`src/rtl/rotation_sequencer.sv`:
```
// Timed rotation-select generator for the three-position HEX character rotator.
// A prescaler paces automatic advances; while paused, a Step rising edge advances once.
module rotation_sequencer #(
  parameter int TICK_DIV = 50000000,
  parameter int CW       = 26
) (
  input  logic       clk,
  input  logic       rst,
  input  logic       enable,
  input  logic       dir,
  input  logic       step,
  output logic [1:0] sel,
  output logic       tick
);

  localparam logic [CW-1:0] CNT_LAST = CW'(TICK_DIV - 1);

  logic [CW-1:0] cnt;
  logic          step_q;
  logic          step_rise;
  logic          wrap;
  logic          advance;

  // Code 11 is unreachable; it falls back to 00 so a corrupted select self-heals.
  function automatic logic [1:0] next_sel(input logic [1:0] cur, input logic backward);
    logic [1:0] nxt;
    nxt = 2'b00;
    unique case (cur)
      2'b00:   nxt = backward ? 2'b10 : 2'b01;
      2'b01:   nxt = backward ? 2'b00 : 2'b10;
      2'b10:   nxt = backward ? 2'b01 : 2'b00;
      default: nxt = 2'b00;
    endcase
    return nxt;
  endfunction

  assign step_rise = step & ~step_q;
  assign wrap      = (cnt == CNT_LAST);
  assign advance   = enable ? wrap : step_rise;

  always_ff @(posedge clk) begin
    if (rst) begin
      cnt    <= '0;
      sel    <= 2'b00;
      tick   <= 1'b0;
      step_q <= 1'b0;
    end else begin
      step_q <= step;
      tick   <= advance;
      if (advance) begin
        sel <= next_sel(sel, dir);
      end
      // Paused: cnt freezes, except a manual step restarts a full period.
      if (enable) begin
        cnt <= wrap ? '0 : cnt + 1'b1;
      end else if (step_rise) begin
        cnt <= '0;
      end
    end
  end

endmodule

```
`config.mk`:
```
export PLATFORM = sky130hd
export DESIGN_NAME = rotation_sequencer
export DESIGN_NICKNAME = d
export VERILOG_FILES = /design/src/rtl/rotation_sequencer.sv
export SDC_FILE = /design/constraint.sdc
export NUM_CORES = 1
export LEC_CHECK = 0
export CELL_PAD_IN_SITES_DETAIL_PLACEMENT = 0
export CELL_PAD_IN_SITES_GLOBAL_PLACEMENT = 1
export CORE_AREA = 4 4 86 88
export DETAILED_ROUTE_END_ITERATION = 10
export DIE_AREA = 0 0 90 92
export PLACE_DENSITY_LB_ADDON = 0.1
export SYNTH_ARGS = -nofsm -noshare
export SYNTH_HDL_FRONTEND = slang
export SYNTH_SLANG_ARGS = --single-unit
```
`constraint.sdc`:
```
create_clock -name clk -period 1.81 [get_ports clk]
set_input_delay 0.362 -clock clk [delete_from_list [all_inputs] [get_ports clk]]
set_output_delay 0.362 -clock clk [all_outputs]
set_load 0.05 [all_outputs]
```
# After elaboration in Yosys (flattened, before gate mapping)
# Cells that the tools add are included.
totals:
  reg_bits: 30
  latch_bits: 0
  mem_bits_rw: 0
  romBits: 0
  inputBits: 5
  output_inout_bits: 3
  elab_cells: 20
  n_memories: 0
op_classes:
  add_sub_neg: 1
  mul: 0
  n_div: 0
  order_cmp: 0
  eq_ne: 3
  n_shift: 0
  muxes: 8
  bitwise: 2
  reduce_logical: 2
op_table:
  columns: ["operator", "n"]
  rows:
  - ["26-bit two-way mux", 3]
  - ["26-bit by 1-bit adder with 26-bit output (second input constant)", 1]
  - ["26-bit == test (second input constant)", 1]
  - ["2-bit case mux with 3 select lines", 1]
  - ["2-bit two-way mux", 2]
  - ["2-bit by 1-bit == test with 1-bit output (second input constant)", 1]
  - ["2-bit == test (second input constant)", 1]
  - ["2-bit logical NOT", 1]
  - ["1-bit two-way mux", 2]
  - ["2-bit nonzero test", 1]
  - ["1-bit bitwise AND", 1]
  - ["1-bit inverter", 1]

# Logic depth before layout (Yosys ltp)
# Gate-level depths: netlist of run 1.
logic_depth:
  ltp_word: 4
  ltp_mapped: 8
  depth_no_buf: 6

# Worst setup path before layout of run 1
# No wires, ideal clock.
synth_path:
  path_type: "reg-to-reg"
  start: "register cnt[0]"
  end: "register sel[1]"
  setup_time_ns: 0.071
  t_arrival_ns: 1.737
  required_ns: 1.739
  setup_slack_ns: 0.002
  path_stages_with_launch: 7
  n_path_buf: 0
  synth_period_minus_slack_ns: 1.808
  cell_sequence: "dfxtp_1 -> ha_1 -> and3_2 -> nand4_2 -> o21a_2 -> or4_1 -> a21oi_1"
synth_via:
  elab_chain_len: 2
synth_rtl:
  columns: ["element", "line_no", "text"]
  rows:
  - ["start: declaration", "18", "logic [CW-1:0] cnt;"]
  - ["start signal: assignment", "55", "cnt <= wrap ? '0 : cnt + 1'b1;"]
  - ["26-bit == test", "38", "assign wrap = (cnt == CNT_LAST);"]
  - ["1-bit two-way mux", "39", "assign advance = enable ? wrap : step_rise;"]
  - ["end signal: assignment", "51", "sel <= next_sel(sel, dir);"]
  - ["end: declaration", "12", "output logic [1:0] sel,"]
# Every way passes these cells.
# A chain may end at the register's enable or synchronous reset.

# Final worst setup path of run 1
layout_path:
  start: "register cnt[7]"
  end: "register sel[0]"
# Same word-level chain as after synthesis.

==> results.sh, run 1 <==
export IMPL_p_leak_nw=0.911
export IMPL_synthXorXnorAreaFrac_pct=1.62
export IMPL_synth_compound_area_share_pct=24.2
export IMPL_diodes=0
export IMPL_cts_tree="yes"
export IMPL_ys_types=47
export IMPL_intPower_w=0.00114
export IMPL_synth_top_family_by_area="simple AND/OR/NAND/NOR gates"
export IMPL_final_cell_area_um2=2290
export IMPL_critPathMaxFanout=3
export IMPL_worstSetupPathType="reg -> reg"
export IMPL_path_cells="nor4_4 > nand4_1 > o21a_2 > or4_4 > a21oi_2"
export IMPL_reg2reg_slack_ns=0.04
export IMPL_swShare_pct=24.6
export IMPL_grt_pass1_wl_um=8040
export IMPL_ff2ff_path_depth=5
export IMPL_clk_latency_ns=0.28
export IMPL_clockBufferDepth=2
export IMPL_critPathLaunchType="register"
export IMPL_area_growth_pct=41.3
export IMPL_routed_wl_um=4740
export IMPL_p_switching_w=0.000372
export IMPL_slowest_stage="or4_4"
export IMPL_dp_hpwl_um=3650
export IMPL_yosysWarnings=0
export IMPL_holdPathEnd="cnt[22]"
export IMPL_synth_area_um2=1620
export IMPL_power_frac_clock_pct=43.1
export IMPL_place_ws_ns=-0.0478
export IMPL_routedWlPerCell_um=14.5
export IMPL_clock_sinks=30
export IMPL_placed_area_um2=2090
export IMPL_seqPwrFrac_pct=45.8
export IMPL_min_period_ns=1.77
export IMPL_drive_gt1_share_pct=36.2
export IMPL_dieArea_um2=8280
export IMPL_vias_per_cell=5.07
export IMPL_min_period_over_period_pct=98.0
export IMPL_grt_pass1_vias=1638
export IMPL_start_util_pct=24.4
export IMPL_min_delay_start="cnt[22]"
export IMPL_ys_async_sr_fraction_pct=0
export IMPL_core_area_um2=6640
export IMPL_max_cap_viol_count=0
export IMPL_syn_num_nets=199
export IMPL_antenna_found_initial=0
export IMPL_slew_headroom_pct=77.8
export IMPL_r2r_end="sel[0]"
export IMPL_grt_overflow=0
export IMPL_yosys_area_share_simple_pct=30.8
export IMPL_synth_edff_count=0
export IMPL_tightest_slew_ns=0.332
export IMPL_firstDrtPassIters=5
export IMPL_holdPathStages=1
export IMPL_syn_inst=193
export IMPL_whs_ns=0.493
export IMPL_grt_usage_pct=12.0
export IMPL_clk_pin_slew_ns=0.07
export IMPL_cts_inserted_buffers=5
export IMPL_avgSynthCellArea_um2=8.39
export IMPL_slew_violations=0
export IMPL_crit_required_ns=2.03
export IMPL_ys_ff_latch=30
export IMPL_synth_seq_area_share_pct=37.1
export IMPL_grt_max_degree=16
export IMPL_reg2reg_from="cnt[7]"
export IMPL_ant_nets=0
export IMPL_io_buffers=7
export IMPL_synth_mux_area_share_pct=1.31
export IMPL_synthAdderAreaFrac_pct=0.773
export IMPL_critPathArrivalTime_ns=1.99
export IMPL_fmax_ghz=0.564
export IMPL_setup_viol=0
export IMPL_fin_util_pct=34.4
export IMPL_peakVddDrop_mv=0.259
export IMPL_ys_dominant_reg_cell="dfxtp_1"
export IMPL_status="finished clean"
export IMPL_gp_congestion=0.836
export IMPL_die_w_um=90
export IMPL_fin_ws_ns=0.0365
export IMPL_placementRows=30
export IMPL_nNetsFinal=251
export IMPL_cts_root_buf="clkbuf_8"
export IMPL_drt_iter0_drc=93
export IMPL_htreeDepth=2
export IMPL_endpoint_kind="register"
export IMPL_hold_path_class="reg -> reg"
export IMPL_pin_count=8
export IMPL_finalHoldViolations=0
export IMPL_pwr_share_comb_pct=11.1
export IMPL_clock_skew_ns=0.00585
export IMPL_power_density_nw_per_um2=661
export IMPL_drc=0
export IMPL_die_h_um=92
export IMPL_num_vias=1654
export IMPL_rsz0062_at_grt="yes"
export IMPL_max_stage_delay_ns=0.48
export IMPL_p_total_w=0.00151
power by group through the flow:
stage / combinational (W) / sequential, W / clock, W
2_1_floorplan: 0.0000669 / 0.000717 / 0
3_3_place_gp: 0.000159 / 0.000703 / 0
3_5_place_dp: 0.000160 / 0.000704 / 0
4_1_cts: 0.000162 / 0.000691 / 0.000679
5_1_grt: 0.000186 / 0.000694 / 0.000701
6_report: 0.000167 / 0.000693 / 0.000652
registers in the layout, indices dropped and copies added, names as in the netlist:
signal  cells
step_q      1
sel         2
cnt        26
tick        1
what timing repair did:
action,4_1_cts,5_1_grt
pin swaps,1,9
resized for setup,5,20
endpoints found under the hold margin,0,0
endpoints found under the setup margin,6,21
buffers inserted,0,1
hold buffers,0,0
routing by layer:
layer / routed length [um] / GRT usage (%) / share of wire, %
met1: 2330 / 15.9 / 49
met3: 120 / 2.54 / 2.5
met5: 0 / 0 / 0
met4: 63 / 4.21 / 1.3
met2: 2230 / 19.3 / 47
worst max-delay path: cells and delay by family (launching register included):
kind,cells,cell delay [ns]
and+or+nand+nor,3,0.95
AOI/OAI and AO/OA,2,0.43
DFF,1,0.33
how the worst max path moves through the flow:
stage                 start      to  slack, ns  cells after the start
floorplan            cnt[0]  sel[1]      0.002                      6
global placement     enable  cnt[9]      -0.05                      7
detailed placement   enable  cnt[9]      -0.05                      7
CTS                 cnt[16]  sel[0]      0.007                      5
global route        cnt[18]  sel[0]      -0.04                      5
finish               cnt[7]  sel[0]       0.04                      5
per-stage QoR:
step                setup TNS, ns  instances
floorplan                       0        193
CTS                             0        325
detailed placement         -0.371        317
finish                          0        326
global route              -0.0542        326
global placement           -0.271        317
cell families (layout without fill, tap and decap cells):
kind of cell	count (synthesis)	after routing
buffers and inverters	15	68
XOR/XNOR	3	3
flip-flops	30	30
AO/OA/AOI/OAI	59	59
adder cells (fa/ha/maj)	1	1
AND/OR/NAND/NOR	83	83
multiplexers	2	2
Yosys cell counts, types with 2 or more instances:
cell,n,share of area (%)
nor4_2,2,1.5
or4_1,3,1.4
a21oi_1,13,4.0
xnor2_1,2,1.1
and4_1,2,1.1
and3_1,3,1.2
nand2_1,21,4.9
a21o_1,5,2.3
nand4_1,9,3.5
nor3_1,3,0.93
nor2_1,11,2.6
clkbuf_1,6,1.4
a22o_1,5,2.7
buf_2,3,0.93
inv_1,4,0.93
nand2b_1,3,1.2
nand3_1,10,3.1
nor4_1,2,0.77
nor2b_1,2,0.77
nand3b_1,2,0.93
a31oi_1,13,5.0
a41oi_1,6,3.2
dfxtp_1,30,37
o21ai_0,10,3.1
layout make-up:
| cell class | instances | area (um^2) |
|---|---|---|
| flip-flops and latches | 30 | 612 |
| inverters | 4 | 15.0 |
| clock buffers | 8 | 110 |
| well taps | 80 | 100 |
| fillers | 683 | 4360 |
| repair buffers | 56 | 438 |
| multi-input cells | 148 | 1010 |
placed cells by master, fill, tap and decap left out, drive strengths merged, types with 2 or more instances in the layout:
| master | count |
|---|---|
| clkbuf | 8 |
| nor4 | 5 |
| a31oi | 13 |
| and4 | 4 |
| or4 | 3 |
| nor4b | 2 |
| nand2 | 21 |
| a21oi | 13 |
| nor2 | 11 |
| a41oi | 6 |
| nand3b | 2 |
| and3 | 4 |
| nand4 | 10 |
| nand2b | 3 |
| a21o | 5 |
| dfxtp | 30 |
| inv | 4 |
| xnor2 | 2 |
| buf | 52 |
| nor2b | 2 |
| a22o | 5 |
| clkdlybuf4s50 | 4 |
| o21ai | 10 |
| nand3 | 10 |
| nor3 | 3 |
| o21a | 2 |
Power figures use the tool's default switching activity.
==> run 2: changes to the inputs <==
--- a/config.mk
+++ b/config.mk
@@ -10,7 +10,9 @@
 export CORE_AREA = 4 4 86 88
 export DETAILED_ROUTE_END_ITERATION = 10
 export DIE_AREA = 0 0 90 92
+export MAX_ROUTING_LAYER = met4
 export PLACE_DENSITY_LB_ADDON = 0.1
 export SYNTH_ARGS = -nofsm -noshare
 export SYNTH_HDL_FRONTEND = slang
 export SYNTH_SLANG_ARGS = --single-unit
+export TNS_END_PERCENT = 10
==> constraint.sdc (replaced) <==
create_clock -name clk -period 1.6 [get_ports clk]
set_input_delay 0.32 -clock clk [delete_from_list [all_inputs] [get_ports clk]]
set_output_delay 0.32 -clock clk [all_outputs]
set_load 0.05 [all_outputs]
==> results.sh, run 2 (synthesis results as in run 1) <==
export IMPL_num_vias=1740
export IMPL_pin_count=8
export IMPL_dieArea_um2=8280
export IMPL_holdBufCountCts=0
export IMPL_top_regs="cnt (26), sel (2)"
export IMPL_critPathLaunchType="register"
export IMPL_dp_hpwl_um=3970
export IMPL_grt_pass1_vias=1816
export IMPL_final_common_cell="buf_4"
export IMPL_crit_required_ns=1.82
export IMPL_crit_start="cnt[24]"
export IMPL_cp_num_buf_inv=1
export IMPL_gp_congestion=0.828
export IMPL_max_stage_delay_ns=0.43
export IMPL_cts_inserted_buffers=5
export IMPL_routed_wl_um=5260
export IMPL_clk_latency_ns=0.28
export IMPL_fin_ws_ns=-0.198
export IMPL_rsz0062_at_grt="yes"
export IMPL_whs_ns=0.503
export IMPL_failed_checks="negative setup slack"
export IMPL_critical_path_depth=6
export IMPL_worstSetupPathType="reg -> reg"
export IMPL_min_period_over_period_pct=112
export IMPL_routedWlPerCell_um=15.3
export IMPL_hold_path_class="reg -> reg"
export IMPL_antenna_found_initial=0
export IMPL_die_w_um=90
export IMPL_drive_gt1_share_pct=40.9
export IMPL_max_cap_viol_count=0
export IMPL_core_area_um2=6640
export IMPL_clock_sinks=30
export IMPL_firstDrtPassIters=4
export IMPL_grt_pass1_wl_um=8890
export IMPL_io_buffers=7
export IMPL_critPathArrivalTime_ns=2.02
export IMPL_slew_violations=0
export IMPL_clk_pin_slew_ns=0.07
export IMPL_placed_area_um2=2310
export IMPL_drt_iter0_drc=50
export IMPL_holdPathStages=1
export IMPL_status="finished with violations"
export IMPL_drc=0
export IMPL_ant_nets=0
export IMPL_fmax_ghz=0.556
export IMPL_cts_tree="yes"
export IMPL_setup_viol=20
export IMPL_reg2reg_from="cnt[24]"
export IMPL_path_cells="nor4b_2 > nand4_1 > buf_4 > o21a_4 > or4_1 > a21oi_2"
export IMPL_final_cell_area_um2=2530
export IMPL_grt_overflow=0
export IMPL_start_util_pct=24.4
export IMPL_power_density_nw_per_um2=636
export IMPL_layout_common_cells="buf_4, dfxtp_1, nand2_1"
export IMPL_largest_register_ff_count=26
export IMPL_min_delay_start="cnt[9]"
export IMPL_r2r_end="sel[0]"
export IMPL_fill_cells=681
export IMPL_placementRows=30
export IMPL_ff2ff_path_depth=6
export IMPL_grt_max_degree=14
export IMPL_peakVddDrop_mv=0.236
export IMPL_largest_register="cnt"
export IMPL_tightest_slew_ns=0.528
export IMPL_area_growth_pct=56.3
export IMPL_critPathMaxFanout=3
export IMPL_slowest_stage="or4_1"
export IMPL_p_leak_nw=1.04
export IMPL_min_period_ns=1.80
export IMPL_diodes=0
export IMPL_clock_skew_ns=0.00640
export IMPL_clockBufferDepth=2
export IMPL_finalHoldViolations=0
export IMPL_reg2reg_slack_ns=-0.20
export IMPL_cts_root_buf="clkbuf_8"
export IMPL_endpoint_kind="register"
export IMPL_vias_per_cell=5.06
export IMPL_slew_headroom_pct=64.8
export IMPL_crit_family="simple AND/OR/NAND/NOR gates"
export IMPL_htreeDepth=2
export IMPL_die_h_um=92
export IMPL_grt_usage_pct=13.9
export IMPL_nNetsFinal=269
export IMPL_holdPathEnd="cnt[9]"
[run 2: metrics by stage]
stage                     total power [W]  setup slack, ns  std cells  util, %  setup TNS [ns]
after floorplan                  0.000891          -0.0335        193        -         -0.0746
after global placement            0.00100           -0.303        333     34.8           -4.67
after detailed placement          0.00101           -0.294        333     34.8           -5.22
after CTS                         0.00163           -0.174        344     37.6           -1.66
after global routing              0.00169           -0.282        344     38.1           -3.73
final                             0.00161           -0.198        344     38.1           -1.38
[run 2: report_power, final]
group / internal, W / switching [W]
clock: 0.000309 / 0.000290
combinational: 0.000123 / 0.000113
sequential: 0.000759 / 0.0000166
total: 0.00119 / 0.000419
[run 2: layer usage]
metal  routed length [um]  vias up  track usage, %
met4                   54        0            3.44
li1                     -      878               -
met5                    0        -               -
met2                 2650       13            24.0
met3                  105        6            3.28
met1                 2450      843            16.4
[run 2: area by class of cell]
type / instances / area [um^2] / share of cell area [%]
Tap cell: 80 / 100 / 3.95
Inverter: 4 / 15.0 / 0.593
Timing Repair Buffer: 74 / 643 / 25.4
Clock buffer: 8 / 80.1 / 3.16
Multi-Input combinational cell: 148 / 1070 / 42.4
Sequential cell: 30 / 621 / 24.5
[run 2: worst max-delay path by stage]
stage	end	slack (ns)
floorplan	cnt[25]	-0.03
global placement	cnt[16]	-0.30
detailed placement	cnt[16]	-0.29
CTS	sel[0]	-0.17
global route	sel[0]	-0.28
finish	sel[0]	-0.20
[run 2: worst register-to-register path: stages, from the launching register on]
cell and delay [ns]:
dfxtp_2 0.33, nor4b_2 0.26, nand4_1 0.19, buf_4 0.19
o21a_4 0.21, or4_1 0.43, a21oi_2 0.13
[run 2: timing repair]
| action | CTS | global route |
|---|---|---|
| setup buffers | 2 | 0 |
| gates resized for setup | 19 | 8 |
| setup endpoints to repair | 24 | 27 |
| gates cloned | 1 | 0 |
| pin swaps | 12 | 3 |
